===== src/rtl/clk_mon_pkg.sv =====
// Shared definitions for the clock frequency monitor.
//   mon_state_e     : measurement FSM states
//   DAC_CLK_PER_PS  : reference (dac_clk) period in picoseconds
//   calc_exp_edges  : expected toggle transitions per window for a given
//                     monitored-clock period and toggle divider
package clk_mon_pkg;

  typedef enum logic [1:0] {
    ST_WAIT_LOCK = 2'd0,
    ST_SETTLE    = 2'd1,
    ST_MEASURE   = 2'd2
  } mon_state_e;

  localparam int unsigned DAC_CLK_PER_PS = 3125;

  // Transitions per window = window * f_mon / (f_ref * div), rounded to nearest.
  function automatic int unsigned calc_exp_edges(input int unsigned window,
                                                 input int unsigned mon_per_ps,
                                                 input int unsigned toggle_div);
    longint unsigned num;
    longint unsigned den;
    den = 64'(mon_per_ps) * 64'(toggle_div);
    if (den == 64'd0) begin
      return 32'd0;
    end
    num = 64'(window) * 64'(DAC_CLK_PER_PS);
    return 32'((num + (den >> 1)) / den);
  endfunction

endpackage


===== src/rtl/clk_mon_sync.sv =====
// Two-flop synchronizer for asynchronous single-bit or multi-bit level inputs.
//   clk   : destination clock
//   rst_n : asynchronous active-low reset (flops clear to 0)
//   d     : asynchronous input
//   q     : synchronized output, two clk cycles of latency
module clk_mon_sync #(
  parameter int unsigned W = 1
) (
  input  logic         clk,
  input  logic         rst_n,
  input  logic [W-1:0] d,
  output logic [W-1:0] q
);

  logic [W-1:0] meta_q, meta_d;
  logic [W-1:0] sync_q, sync_d;

  // Next values of the synchronizer chain.
  always_comb begin
    meta_d = d;
    sync_d = meta_q;
  end

  // Synchronizer flops.
  always_ff @(posedge clk or negedge rst_n) begin
    if (!rst_n) begin
      meta_q <= '0;
      sync_q <= '0;
    end else begin
      meta_q <= meta_d;
      sync_q <= sync_d;
    end
  end

  assign q = sync_q;

endmodule


===== src/rtl/clk_freq_monitor.sv =====
// Frequency and lock checker for a clocking-wizard output, running on dac_clk.
// Counts transitions of a toggle generated in the monitored domain over a fixed
// window of dac_clk cycles and compares the count against EXP_EDGES +/- TOL.
//   dac_clk    : reference clock (sole clock)
//   reset_n    : asynchronous active-low reset
//   locked     : MMCM locked, asynchronous
//   mon_toggle : toggle from the monitored domain, asynchronous
//   clear_err  : single-cycle pulse clearing freq_err
//   meas_valid : one-cycle pulse when meas_count updates
//   meas_count : transitions counted in the last completed window (saturating)
//   freq_ok    : last window within tolerance while locked
//   freq_err   : sticky, some completed window was out of tolerance
module clk_freq_monitor
  import clk_mon_pkg::*;
#(
  parameter int unsigned CNT_W     = 16,
  parameter int unsigned WINDOW    = 1024,
  parameter int unsigned SETTLE    = 64,
  parameter int unsigned EXP_EDGES = 512,
  parameter int unsigned TOL       = 2
) (
  input  logic             dac_clk,
  input  logic             reset_n,
  input  logic             locked,
  input  logic             mon_toggle,
  input  logic             clear_err,
  output logic             meas_valid,
  output logic [CNT_W-1:0] meas_count,
  output logic             freq_ok,
  output logic             freq_err
);

  localparam int unsigned WIN_W = (WINDOW > 1) ? $clog2(WINDOW) : 1;
  localparam int unsigned SET_W = (SETTLE > 1) ? $clog2(SETTLE) : 1;
  localparam int unsigned DIF_W = CNT_W + 1;

  localparam logic [CNT_W-1:0] CNT_MAX    = '1;
  localparam logic [WIN_W-1:0] WIN_LAST   = WIN_W'(WINDOW - 1);
  localparam logic [SET_W-1:0] SET_LAST   = SET_W'(SETTLE - 1);
  localparam logic [DIF_W-1:0] EXP_DIF    = DIF_W'(EXP_EDGES);
  localparam logic [DIF_W-1:0] TOL_DIF    = DIF_W'(TOL);

  mon_state_e state_q, state_d;

  logic             locked_s;
  logic             mon_s;
  logic             hist_q, hist_d;
  logic             edge_c;

  logic [SET_W-1:0] settle_cnt_q, settle_cnt_d;
  logic [WIN_W-1:0] win_cnt_q, win_cnt_d;
  logic [CNT_W-1:0] edge_cnt_q, edge_cnt_d;
  logic [CNT_W-1:0] edge_inc_c;

  logic signed [DIF_W-1:0] diff_c;
  logic        [DIF_W-1:0] abs_c;
  logic                    in_tol_c;
  logic                    err_set_c;

  logic             meas_valid_q, meas_valid_d;
  logic [CNT_W-1:0] meas_count_q, meas_count_d;
  logic             freq_ok_q, freq_ok_d;
  logic             freq_err_q, freq_err_d;

  clk_mon_sync #(.W(1)) u_sync_locked (
    .clk   (dac_clk),
    .rst_n (reset_n),
    .d     (locked),
    .q     (locked_s)
  );

  clk_mon_sync #(.W(1)) u_sync_toggle (
    .clk   (dac_clk),
    .rst_n (reset_n),
    .d     (mon_toggle),
    .q     (mon_s)
  );

  // Edge detect on the synchronized toggle; any change is one transition.
  always_comb begin
    hist_d = mon_s;
    edge_c = mon_s ^ hist_q;
  end

  // Saturating edge count including this cycle's edge, and its tolerance check.
  always_comb begin
    edge_inc_c = edge_cnt_q;
    if (edge_c && (edge_cnt_q != CNT_MAX)) begin
      edge_inc_c = edge_cnt_q + CNT_W'(1);
    end
    diff_c   = $signed({1'b0, edge_inc_c}) - $signed(EXP_DIF);
    abs_c    = diff_c[DIF_W-1] ? $unsigned(-diff_c) : $unsigned(diff_c);
    in_tol_c = (abs_c <= TOL_DIF);
  end

  // FSM state register.
  always_ff @(posedge dac_clk or negedge reset_n) begin
    if (!reset_n) begin
      state_q <= ST_WAIT_LOCK;
    end else begin
      state_q <= state_d;
    end
  end

  // Next state; loss of lock overrides everything.
  always_comb begin
    state_d = state_q;
    if (!locked_s) begin
      state_d = ST_WAIT_LOCK;
    end else begin
      case (state_q)
        ST_WAIT_LOCK: state_d = ST_SETTLE;
        ST_SETTLE:    if (settle_cnt_q == SET_LAST) state_d = ST_MEASURE;
        ST_MEASURE:   state_d = ST_MEASURE;
        default:      state_d = ST_WAIT_LOCK;
      endcase
    end
  end

  // Counters and measurement outputs. Counters default to 0, so leaving a
  // state (including on lock loss) discards any partial window.
  always_comb begin
    settle_cnt_d = '0;
    win_cnt_d    = '0;
    edge_cnt_d   = '0;
    meas_valid_d = 1'b0;
    meas_count_d = meas_count_q;
    freq_ok_d    = freq_ok_q;
    err_set_c    = 1'b0;
    if (!locked_s) begin
      freq_ok_d = 1'b0;
    end else begin
      case (state_q)
        ST_SETTLE: begin
          if (settle_cnt_q != SET_LAST) begin
            settle_cnt_d = settle_cnt_q + SET_W'(1);
          end
        end
        ST_MEASURE: begin
          if (win_cnt_q == WIN_LAST) begin
            // An edge on the closing cycle belongs to the closing window.
            meas_count_d = edge_inc_c;
            meas_valid_d = 1'b1;
            freq_ok_d    = in_tol_c;
            err_set_c    = ~in_tol_c;
          end else begin
            win_cnt_d  = win_cnt_q + WIN_W'(1);
            edge_cnt_d = edge_inc_c;
          end
        end
        default: ;
      endcase
    end
    // A new error wins over a simultaneous clear.
    if (err_set_c) begin
      freq_err_d = 1'b1;
    end else if (clear_err) begin
      freq_err_d = 1'b0;
    end else begin
      freq_err_d = freq_err_q;
    end
  end

  // Datapath and output registers.
  always_ff @(posedge dac_clk or negedge reset_n) begin
    if (!reset_n) begin
      hist_q       <= 1'b0;
      settle_cnt_q <= '0;
      win_cnt_q    <= '0;
      edge_cnt_q   <= '0;
      meas_valid_q <= 1'b0;
      meas_count_q <= '0;
      freq_ok_q    <= 1'b0;
      freq_err_q   <= 1'b0;
    end else begin
      hist_q       <= hist_d;
      settle_cnt_q <= settle_cnt_d;
      win_cnt_q    <= win_cnt_d;
      edge_cnt_q   <= edge_cnt_d;
      meas_valid_q <= meas_valid_d;
      meas_count_q <= meas_count_d;
      freq_ok_q    <= freq_ok_d;
      freq_err_q   <= freq_err_d;
    end
  end

  assign meas_valid = meas_valid_q;
  assign meas_count = meas_count_q;
  assign freq_ok    = freq_ok_q;
  assign freq_err   = freq_err_q;

endmodule


===== config.mk =====
export PLATFORM = sky130hd
export DESIGN_NAME = clk_freq_monitor
export DESIGN_NICKNAME = d
export VERILOG_FILES = /design/src/rtl/clk_mon_pkg.sv /design/src/rtl/clk_mon_sync.sv /design/src/rtl/clk_freq_monitor.sv
export SDC_FILE = /design/constraint.sdc
export NUM_CORES = 1
export LEC_CHECK = 0
export ABC_AREA = 1
export CELL_PAD_IN_SITES_DETAIL_PLACEMENT = 0
export CELL_PAD_IN_SITES_GLOBAL_PLACEMENT = 2
export CORE_ASPECT_RATIO = 0.5
export CORE_UTILIZATION = 40
export CTS_CLUSTER_SIZE = 28
export DETAILED_ROUTE_END_ITERATION = 6
export DONT_BUFFER_PORTS = 1
export HOLD_SLACK_MARGIN = 0.12
export MAX_ROUTING_LAYER = met4
export PLACE_DENSITY_LB_ADDON = 0.1
export SLEW_MARGIN = 20
export SYNTH_ARGS = -nofsm -noshare
export SYNTH_HDL_FRONTEND = slang
export SYNTH_SLANG_ARGS = --single-unit

===== constraint.sdc =====
create_clock -name dac_clk -period 4.75 [get_ports dac_clk]
set_clock_uncertainty 0.05 [all_clocks]
set_input_delay 0.475 -clock dac_clk [delete_from_list [all_inputs] [get_ports dac_clk]]
set_output_delay 0.475 -clock dac_clk [all_outputs]
set_load 0.05 [all_outputs]

### After elaboration in Yosys (flattened, before gate mapping)

Cells that the tools add are included.

* bits in registers: 58
* latch bits: 0
* bits in writable memories: 0
* bits in read-only memories: 0
* input port bits: 5
* output and inout port bits: 19
* logic and storage cells: 60
* memories kept: 0

* add/subtract/negate cells: 5
* multiply operators: 0
* div/mod/pow operators: 0
* magnitude comparators: 1
* eq/ne operators: 9
* shift-type cells: 0
* mux-type cells: 25
* bitwise logic cells: 2
* reductions and logical operators: 5

Operators with widths (number)
* 16-bit two-way mux: 4
* 10-bit two-way mux: 3
* 6-bit two-way mux: 3
* 17-bit by 2-bit <= comparator with 1-bit output (second input constant): 1
* 17-bit two-way mux: 1
* 17-bit negation: 1
* 16-bit by 10-bit subtractor with 17-bit output (second input constant): 1
* 16-bit by 1-bit adder with 16-bit output (second input constant): 1
* 16-bit != test (second input constant): 1
* 1-bit two-way mux: 11
* 10-bit by 1-bit adder with 10-bit output (second input constant): 1
* 10-bit equality test (second input constant): 1
* 6-bit by 1-bit adder with 6-bit output (second input constant): 1
* 6-bit equality test (second input constant): 1
* 6-bit != test (second input constant): 1
* 2-bit one-hot mux with 3 select lines: 1
* 2-bit two-way mux: 2
* 2-bit != test (second input constant): 2
* 3-bit != test (second input constant): 1
* 3-bit AND reduction: 1
* 2-bit by 1-bit equality test with 1-bit output (second input constant): 1
* 2-bit equality test (second input constant): 1
* 2-bit zero test: 1
* 2-bit AND reduction: 1
* 4 further kinds: 4

### Depth between registers and ports, before layout

* word-level depth: 12
* gate-level depth with buffers: 22
* mapped depth without buffers: 21

### By module

From an unflattened synthesis, not the netlist that was laid out.

* cell total of the unflattened synthesis: 467
* area, all modules: 3552.2 um^2

Modules (own cells, without submodules)
* clk_freq_monitor: times used 1, cells an instance 463, area each 3452.1 um^2, sequential area each 1351.3 um^2
* clk_mon_sync: times used 2, cells an instance 2, area each 50.0 um^2, sequential area each 50.0 um^2

### Worst setup path after synthesis

No wires, ideal clock.

* path kind: flip-flop to flip-flop
* start: register edge_cnt_q[0]
* end: register freq_err_q (netlist: freq_err)
* setup time: 0.120 ns
* arrival time: 2.467 ns
* required time: 4.580 ns
* path slack: 2.113 ns
* stages on the path, launching flop included: 21
* path buffers: 1
* period minus slack after synthesis: 2.637 ns
* path through: dfrtp_1 > ha_1 > inv_2 > nor2_4 > nand2_4 > o21ai_2 > buf_6 > nand2_1 > nand2_2 > ha_1 > inv_1 > nor2_1 > nand2_1 > nand3_1 > nand2_1 > nand2_1 > nand2_1 > nor2_1 > nand3_1 > o21ai_1 > nand2_1

* cells in the longest elaborated chain, start to end: 12
* elaborated cells between the ends (all ways): 14
* classes of those cells: add/sub: 3; order compare: 1; eq/ne: 1; mux: 6; bitwise: 1; reduce/logical: 2

RTL lines
* start: declaration: RTL line clk_freq_monitor.sv:52 `logic [CNT_W-1:0] edge_cnt_q, edge_cnt_d;`
* start signal: assignment: RTL line clk_freq_monitor.sv:179 `edge_cnt_q <= edge_cnt_d;`
* parallel branches: the longest is 2 deep, another holds 16-bit by 1-bit adder with 16-bit output
* 16-bit two-way mux *: RTL line clk_freq_monitor.sv:88 `if (edge_c && (edge_cnt_q != CNT_MAX)) begin`
* 16-bit by 10-bit subtractor with 17-bit output *: RTL line clk_freq_monitor.sv:91 `diff_c = $signed({1'b0, edge_inc_c}) - $signed(EXP_DIF);`
* 17-bit negation: RTL line clk_freq_monitor.sv:92 `abs_c = diff_c[DIF_W-1] ? $unsigned(-diff_c) : $unsigned(diff_c);`
* 17-bit two-way mux *: RTL line clk_freq_monitor.sv:92
* 17-bit by 2-bit <= comparator with 1-bit output *: RTL line clk_freq_monitor.sv:93 `in_tol_c = (abs_c <= TOL_DIF);`
* 1-bit inverter *: RTL line clk_freq_monitor.sv:145 `err_set_c = ~in_tol_c;`
* 1-bit two-way mux *: RTL line clk_freq_monitor.sv:140 `if (win_cnt_q == WIN_LAST) begin`
* 1-bit two-way mux *: RTL line clk_freq_monitor.sv:133 `case (state_q)`
* 1-bit two-way mux *: RTL line clk_freq_monitor.sv:130 `if (!locked_s) begin`
* 1-bit two-way mux / 2-bit nonzero test (equally long branches)
* end signal: assignment: RTL line clk_freq_monitor.sv:183 `freq_err_q <= freq_err_d;`
* end: declaration: RTL line clk_freq_monitor.sv:63 `logic freq_err_q, freq_err_d;`

Every way passes the cells marked *.
A chain may end at the register's enable or synchronous reset.

### Final worst setup path

Same ends and word-level chain as after synthesis.

==> results.py <==
metrics = {
    "clock_network": {
        "clkSinkCount": 58,
        "clkLatencyLatePin_ps": 330,
        "post_cts_resized": 0,
        "htree_levels": 3,
        "numCtsBuffers": 9,
        "cts-root-buf": "clkbuf_16",
        "cts.clk_slew.worst_paths_ps": 50,
        "cts_tree": "done",
        "clock_path_buffers": 2,
    },
    "global_routing": {
        "grt_max_degree": 59,
        "grt_pass1_wl_mm": 14.73,
        "globalRouteOverflowTotal": 0,
        "grt_pass1_vias": 2843,
        "track_usage_pct": 21.30,
        "antenna_found_initial": 0,
    },
    "timing": {
        "maxSlewViolCount": 0,
        "rsz0062_at_grt": "false",
        "hold_viol_final": 0,
        "period_needed_ps": 3289,
        "max_slew_margin_pct": 35.59,
        "setup_viol": 0,
        "fin_crit_sh_pct": 69.23,
        "timing.setup.tns_ps": 0,
        "max_freq_mhz": 304.1,
        "final.setup.worst_slack_ps": 1461,
        "worstMarginPinSlew_ps": 963.8,
    },
    "pwr": {
        "combPwrFrac_pct": 21.9,
        "switching_power_uw": 437.0,
        "pwr-share-seq_pct": 36.9,
        "power.leakage_uw": 0.001940,
        "netSwitchingFraction_pct": 30.77,
        "p_int_uw": 983.5,
        "p_clk_share_pct": 41.2,
        "irDropWorstVdd_v": 0.0002707,
        "p_per_area_nw_per_um2": 351.4,
    },
    "finish": {
        "final_core_util_pct": 46.26,
        "synthToLayoutAreaGrowth_pct": 11.45,
        "drive_gt1_share_pct": 11.16,
        "final_common_cell": "nand2_1",
        "antennaDiodeCount": 0,
        "finish.net_count": 513,
        "layout_common_cells": "nand2_1, nor2_1, dfrtp_1, inv_1, nand3_1",
        "finalInstanceArea_um2": 4043,
        "layoutNonFillerInstCount": 619,
    },
    "synthesis": {
        "yosysSeqAreaShare_pct": 40.01,
        "synth_edf_count": 0,
        "synthTopCellsByArea": "dfrtp_1, nand2_1, nor2_1, nand3_1, inv_1",
        "synthDistinctLibCells": 32,
        "synth-seq-cells": 58,
        "synthesis.nets": 507,
        "avgSynthCellArea_um2": 7.372,
        "synthArstFlopShare_pct": 100.0,
        "syn_inst": 492,
        "netlist.area_leader.share_pct": 40.01,
        "yosys.area.top_type": "dfrtp_1",
        "synth_warnings": 0,
        "synth_flop_cell": "dfrtp_1",
        "synthesis.area_um2": 3627,
    },
    "routing": {
        "drt-total-wl_mm": 8.749,
        "routedWlPerCell_um": 14.13,
        "antenna_left": 0,
        "drtIter0Drc": 135,
        "firstDrtPassIters": 4,
        "num_vias": 2966,
        "post_drt_via_cell_ratio": 4.792,
        "drc_errors": 0,
    },
    "placement": {
        "port_buffers": 0,
        "dpl-instance-area_um2": 3714,
        "hpwl_mm": 6.420,
        "dp_slack_ps": 1513,
        "dp_cells": 600,
        "gp_congestion": 0.8194,
    },
    "setup_path": {
        "critical_path_peak_fanout": 11,
        "cp-end-kind": "flop",
        "critical_path_class": "reg -> reg",
        "r2r_cells": 19,
        "cp_data_required_time_ps": 4910,
        "setup.worst_path.start_class": "flop",
        "cp_data_arrival_time_ps": 3450,
    },
    "die": {
        "num_rows": 24,
        "start_util_pct": 41.51,
        "die_h_um": 69.34,
        "die_x_um": 136.7,
        "boundaryPins": 24,
        "coreArea_um2": 8738,
        "dieArea_um2": 9476,
    },
    "hold_path": {
        "min_path_type": "in -> reg",
        "hold_depth": 3,
    },
    "outcome": {
        "outcome": "finished clean",
    },
    "job": {
        "cap_violations": 0,
    },
}
[area by class of cell]
type                    count  area [um^2]
fillers                   871         4696
multi-input cells         366         1892
flip-flops and latches     58         1451
clock buffers              12        256.5
inverters                  59        224.0
well taps                 117        146.4
repair buffers              4        57.56
clock inverters             3        15.01
[cells in the mapped netlist (2+ instances only)]
library cell and count:
xor2_1 10, nor3_1 6, dfrtp_1 58, nor3b_1 4
o21ai_0 25, nor2_8 3, nand4_1 10, a21oi_1 4
inv_2 5, o21ai_2 4, nor2_1 64, and3_1 2
nand2_4 8, or2_2 2, clkbuf_1 5, nor2_4 4
nand3_1 40, inv_1 51, ha_1 10, nand2_2 9
nor2_2 3, o21ai_1 6, nand2_1 147, clkinv_1 2
buf_6 3
[flip-flops by register name, summed over array words and instances (netlist names)]
register / flops
edge_cnt_q: 16
freq_err: 1
freq_ok: 1
hist_q: 1
meas_count: 16
meas_valid: 1
settle_cnt_q: 6
state_q: 2
u_sync_locked.meta_q: 1
u_sync_locked.q: 1
u_sync_toggle.meta_q: 1
u_sync_toggle.q: 1
win_cnt_q: 10
[stage by stage]
step	hold slack [ps]	power (uW)
floorplan	129.4	776.4
global placement	130.3	830.2
detailed placement	130.1	826.5
CTS	239.6	1437
global route	241.9	1505
finish	248.2	1420
[layer usage]
layer	global-route usage [%]	part of all wire [%]
met2	27.41	40
met5	-	0
met4	6.173	0.78
met3	6.360	3.8
met1	31.54	56
[kinds of logic (layout without fill, tap and decap cells)]
| logic type | Yosys count | in the layout | synth area share (%) |
|---|---|---|---|
| AO/OA/AOI/OAI | 40 | 40 | 6.002 |
| XOR/XNOR | 10 | 10 | 2.415 |
| adder cells (fa/ha/maj) | 10 | 10 | 3.449 |
| buffers and inverters | 68 | 78 | 7.830 |
| flip-flops | 58 | 58 | 40.01 |
| AND/OR/NAND/NOR | 306 | 306 | 40.29 |
[final timing paths]
path	startpoint	endpoint	slack [ps]
max in group asynchronous	reset_n	edge_cnt_q[2]	3730
max reg2reg	edge_cnt_q[0]	freq_err	1460
max	edge_cnt_q[0]	freq_err	1460
min reg2reg	u_sync_locked.meta_q	u_sync_locked.q	300
min in group asynchronous	reset_n	edge_cnt_q[9]	650
min	clear_err	freq_err	250
[critical path, cell delays in order, from the launching register on]
cell	delay (ps)
dfrtp_1	420
ha_1	300
inv_2	80
nor2_4	170
nand2_4	80
o21ai_2	500
nand2_1	140
nand2_2	160
ha_1	230
inv_1	100
nor2_1	170
nand2_1	110
nand3_1	100
nand2_1	50
nand2_1	90
nand2_1	60
nor2_1	90
nand3_1	90
o21ai_1	120
nand2_1	60
[power groups by stage]
| stage | registers, uW | clock network, uW | logic [uW] |
|---|---|---|---|
| global route | 526 | 626 | 353 |
| CTS | 524 | 602 | 312 |
| global placement | 532 | 0 | 299 |
| detailed placement | 532 | 0 | 294 |
| finish | 524 | 585 | 311 |
| floorplan | 529 | 0 | 247 |
[repair_timing]
action	CTS	global route
hold buffers	4	0
setup buffers	0	0
endpoints found under the hold margin	60	0
No activity file was read; power rests on OpenSTA's default activity.
==> edit 1, RTL diff (same flow settings) <==
Encoding of `mon_state_e`: now one-hot (3 bits for 3 states).
--- a/src/rtl/clk_mon_pkg.sv
+++ b/src/rtl/clk_mon_pkg.sv
@@ -5,10 +5,10 @@
 //                     monitored-clock period and toggle divider
 package clk_mon_pkg;
 
-  typedef enum logic [1:0] {
-    ST_WAIT_LOCK = 2'd0,
-    ST_SETTLE    = 2'd1,
-    ST_MEASURE   = 2'd2
+  typedef enum logic [2:0] {
+    ST_WAIT_LOCK = 3'b001,
+    ST_SETTLE    = 3'b010,
+    ST_MEASURE   = 3'b100
   } mon_state_e;
 
   localparam int unsigned DAC_CLK_PER_PS = 3125;
Check against the original RTL: no difference found for any inputs over 10 cycles, from zero or initial values and one cycle with reset_n low; not proved beyond that.
==> edit 1 against the original RTL <==
Synthesized area decreased by 3.7%; worst setup slack got worse by 0.0054 ns; final area decreased by 3.2%; power decreased by 9.0%; sequential cell count increased by 1; sequential share of layout area increased by 1.8 points; critical endpoint unchanged; routed wire length decreased by 7.1%.
==> edit 1: results <==
{
  "final_max_slew_viol_count": 0,
  "critPathSlowestCell": "nor2_2",
  "placed_area_um2": 3580,
  "place_hpwl_mm": 5.93,
  "drive_gt1_frac": 0.102,
  "cp.arrival_ns": 3.46,
  "max_stage_delay_ns": 0.54,
  "reg2reg_depth": 17,
  "place_inst": 572,
  "grt_max_degree": 60,
  "final_cell_count_no_fill": 592,
  "synth_fp_nets": 480,
  "grt_pass1_wl_mm": 13.8,
  "utilization": 0.476,
  "cts_setup_buffers": 0,
  "clk_pin_slew_ns": 0.05,
  "regToRegStartpoint": "edge_cnt_q[0]$_DFF_PN0_",
  "status": "complete, no violations",
  "r2r_slack_ns": 1.46,
  "synth_area_per_cell_um2": 7.46,
  "reg2reg_to": "freq_err$_DFFE_PN0P_",
  "fill_cells": 848,
  "synth_cell_types": 31,
  "hp-start": "clear_err",
  "htreeDepth": 3,
  "synth-main-ff-cell": "dfrtp_1",
  "ys_top_cells_by_area": "dfrtp_1 42%, nand2_1 15%, nor2_1 6.9%",
  "hold_ws_ns": 0.254,
  "p_leak_nw": 1.91,
  "drt-total-wl_mm": 8.13,
  "first_iter_violations": 153,
  "p_comb_frac": 0.129,
  "p_int_w": 0.000954,
  "maxSlewHeadroom": 0.278,
  "cts_buffers": 9,
  "final_nets": 487,
  "synth_seq_area_share": 0.423,
  "ir_drop_mv": 0.185,
  "powerClk_w": 0.000596,
  "yosys-top-cells-count": "141 x nand2_1, 64 x nor2_1, 59 x inv_1",
  "via_per_inst": 4.79,
  "worstPathMaxFanout": 14,
  "grt_usage": 0.208,
  "place_congestion": 0.869,
  "root_buffer": "clkbuf_16",
  "synth_edf_count": 0,
  "period_share": 0.693,
  "holdPathStages": 3,
  "yosysWarnings": 0,
  "p_total_w": 0.00129
}
[edit 1: final cells by class]
cell class	instances	area share
Clock inverter	2	0.00256
Multi-Input combinational cell	340	0.443
Timing Repair Buffer	4	0.0147
Tap cell	112	0.0358
Sequential cell	59	0.377
Inverter	61	0.0588
Clock buffer	14	0.0674
[edit 1: metal layers]
layer  GRT usage  up-vias  part of all wire
li1            -     1475                 -
met4      0.0702        0             0.020
met2       0.293       39              0.39
met1       0.287     1306              0.54
met5           -        -                 0
met3      0.0548       14             0.042
[edit 1: tightest hold or removal path: cells and delay by family]
family	cells	cell delay, ns
simple gates	2	0.10
buf+inv	1	0.02
[edit 1: what timing repair did]
action / in CTS / in global routing
hold endpoints to repair: 61 / 0
hold buffers: 4 / 0
resized for setup: 0 / 0
[edit 1: logic make-up after synthesis]
group | after synthesis | synth area share
and+or+nand+nor | 294 | 0.399
buffers and inverters | 69 | 0.0799
DFF | 59 | 0.423
AOI/OAI and AO/OA | 28 | 0.0430
xor gates and xnor gates | 11 | 0.0297
adders and majority gates | 7 | 0.0251
[edit 1: how the worst max path moves through the flow]
stage	start	to	slack, ns	cells past startpoint
2_1_floorplan	edge_cnt_q[0]$_DFF_PN0_	freq_err$_DFFE_PN0P_	2.11	21
3_3_place_gp	edge_cnt_q[0]$_DFF_PN0_	freq_err$_DFFE_PN0P_	1.54	20
3_5_place_dp	edge_cnt_q[0]$_DFF_PN0_	freq_err$_DFFE_PN0P_	1.46	17
4_1_cts	edge_cnt_q[0]$_DFF_PN0_	freq_err$_DFFE_PN0P_	1.46	17
5_1_grt	edge_cnt_q[0]$_DFF_PN0_	freq_err$_DFFE_PN0P_	1.17	17
6_report	edge_cnt_q[0]$_DFF_PN0_	freq_err$_DFFE_PN0P_	1.46	17
==> edit 2, RTL diff (config.mk and constraints unchanged) <==
Without the edit above. The parameter `CNT_W` goes from 16 to 24.
--- a/src/rtl/clk_freq_monitor.sv
+++ b/src/rtl/clk_freq_monitor.sv
@@ -13,7 +13,7 @@
 module clk_freq_monitor
   import clk_mon_pkg::*;
 #(
-  parameter int unsigned CNT_W     = 16,
+  parameter int unsigned CNT_W     = 24,
   parameter int unsigned WINDOW    = 1024,
   parameter int unsigned SETTLE    = 64,
   parameter int unsigned EXP_EDGES = 512,
Ports: changed (resized meas_count); port bits go from 24 to 32. No check against the original RTL was run, so the function may have changed too.
==> edit 2 against the original RTL <==
Synthesized area grew 36%; combinational power grew 23%; critical endpoint unchanged; final area is 33% higher; routed wire length is 50% higher; power rose by 18%; global-route usage is 1.1 points higher; worst setup slack worse by 0.47 ns; die area is 35% higher; sequential cell count is 16 higher.
==> edit 2: results <==
{
  "status": "complete, no violations",
  "p_leak_nw": 2.68,
  "worstSetupStartpoint": "edge_cnt_q[0]$_DFF_PN0_",
  "placed_area_um2": 5070,
  "worstPathMaxFanout": 25,
  "routedWlPerCell_um": 14.6,
  "met1_usage": 0.334,
  "grt_usage": 0.224,
  "dr_wl_met3_um": 568,
  "synth_fp_nets": 740,
  "place_hpwl_mm": 10.0,
  "wl_met2_mm": 5.12,
  "r2r_slack_ns": 0.99,
  "cp.arrival_ns": 3.94,
  "reg2reg_depth": 23,
  "met3_usage": 0.0382,
  "met2_usage": 0.309,
  "synthCells": 725,
  "num_vias": 4345,
  "yosys-top-cells-count": "249 x nand2_1, 106 x nor2_1, 75 x inv_1",
  "first_iter_violations": 270,
  "place_inst": 879,
  "clockBufferDepth": 2,
  "drt-met1-wl_mm": 7.39,
  "drtPass1Iterations": 5,
  "ir_drop_mv": 0.159,
  "grt_pass1_vias": 4044,
  "worstSkewPairLatency_ns": 0.34,
  "p_int_w": 0.00113,
  "crit_family": "simple AND/OR/NAND/NOR gates",
  "max_stage_delay_ns": 0.41,
  "synthArstFlopShare": 1.00,
  "synth-main-ff-cell": "dfrtp_1",
  "drive_gt1_frac": 0.0736,
  "diodes": 0,
  "grt_max_degree": 75,
  "place_congestion": 0.906,
  "critPathSlowestCell": "dfrtp_1",
  "final_cell_count_no_fill": 899,
  "synth_cell_types": 36,
  "cts_resized": 0,
  "root_buffer": "clkbuf_16",
  "grt_pass1_wl_mm": 21.4,
  "worst_pin_slew_ns": 0.560,
  "ys_top_cells_by_area": "dfrtp_1 38%, nand2_1 19%, nor2_1 8.1%",
  "cts_setup_buffers": 0,
  "synth_seq_area_share": 0.375
}
## edit 2: what timing repair did
action	4_1_cts	5_1_grt
endpoints found under the setup margin	0	0
hold buffers	4	0
hold endpoints to repair	76	0
## edit 2: through the flow
step	hold WS, ns	worst slack, ns
2_1_floorplan	0.129	1.73
5_1_grt	0.267	0.576
3_3_place_gp	0.131	1.14
4_1_cts	0.234	1.00
3_5_place_dp	0.132	1.03
6_report	0.239	0.990
## edit 2: worst min-delay path by stage
stage / from / to / cells past startpoint
after global placement: reset_n / edge_cnt_q[3]$_DFF_PN0_ / 0
after CTS: clear_err / freq_err$_DFFE_PN0P_ / 3
after detailed placement: reset_n / edge_cnt_q[3]$_DFF_PN0_ / 0
after floorplan: reset_n / edge_cnt_q[0]$_DFF_PN0_ / 0
after global routing: clear_err / freq_err$_DFFE_PN0P_ / 3
final: clear_err / freq_err$_DFFE_PN0P_ / 3
## edit 2: final cells by class
| class | instances | area, um^2 |
|---|---|---|
| tap | 165 | 206 |
| multi-input combinational | 556 | 2680 |
| clock inverter | 3 | 15.0 |
| sequential | 74 | 1850 |
| clock buffer | 13 | 250 |
| timing repair buffer | 8 | 87.6 |
| fill | 1284 | 6520 |
| inverter | 80 | 303 |
## edit 2: power by group through the flow
stage               combinational, W  sequential, W  clock (W)
finish                      0.000383       0.000667   0.000623
global route                0.000444       0.000669   0.000662
CTS                         0.000385       0.000667   0.000642
detailed placement          0.000364       0.000678          0
global placement            0.000369       0.000678          0
floorplan                   0.000294       0.000674          0
## edit 2: logic make-up (layout without fill, tap and decap cells)
logic type	count (synthesis)	in the layout	synth area share
fa+ha+maj	10	10	0.0254
flops	74	74	0.375
compound gates	53	53	0.0571
buf+inv	95	104	0.0809
xor+xnor	21	21	0.0388
simple gates	472	472	0.423
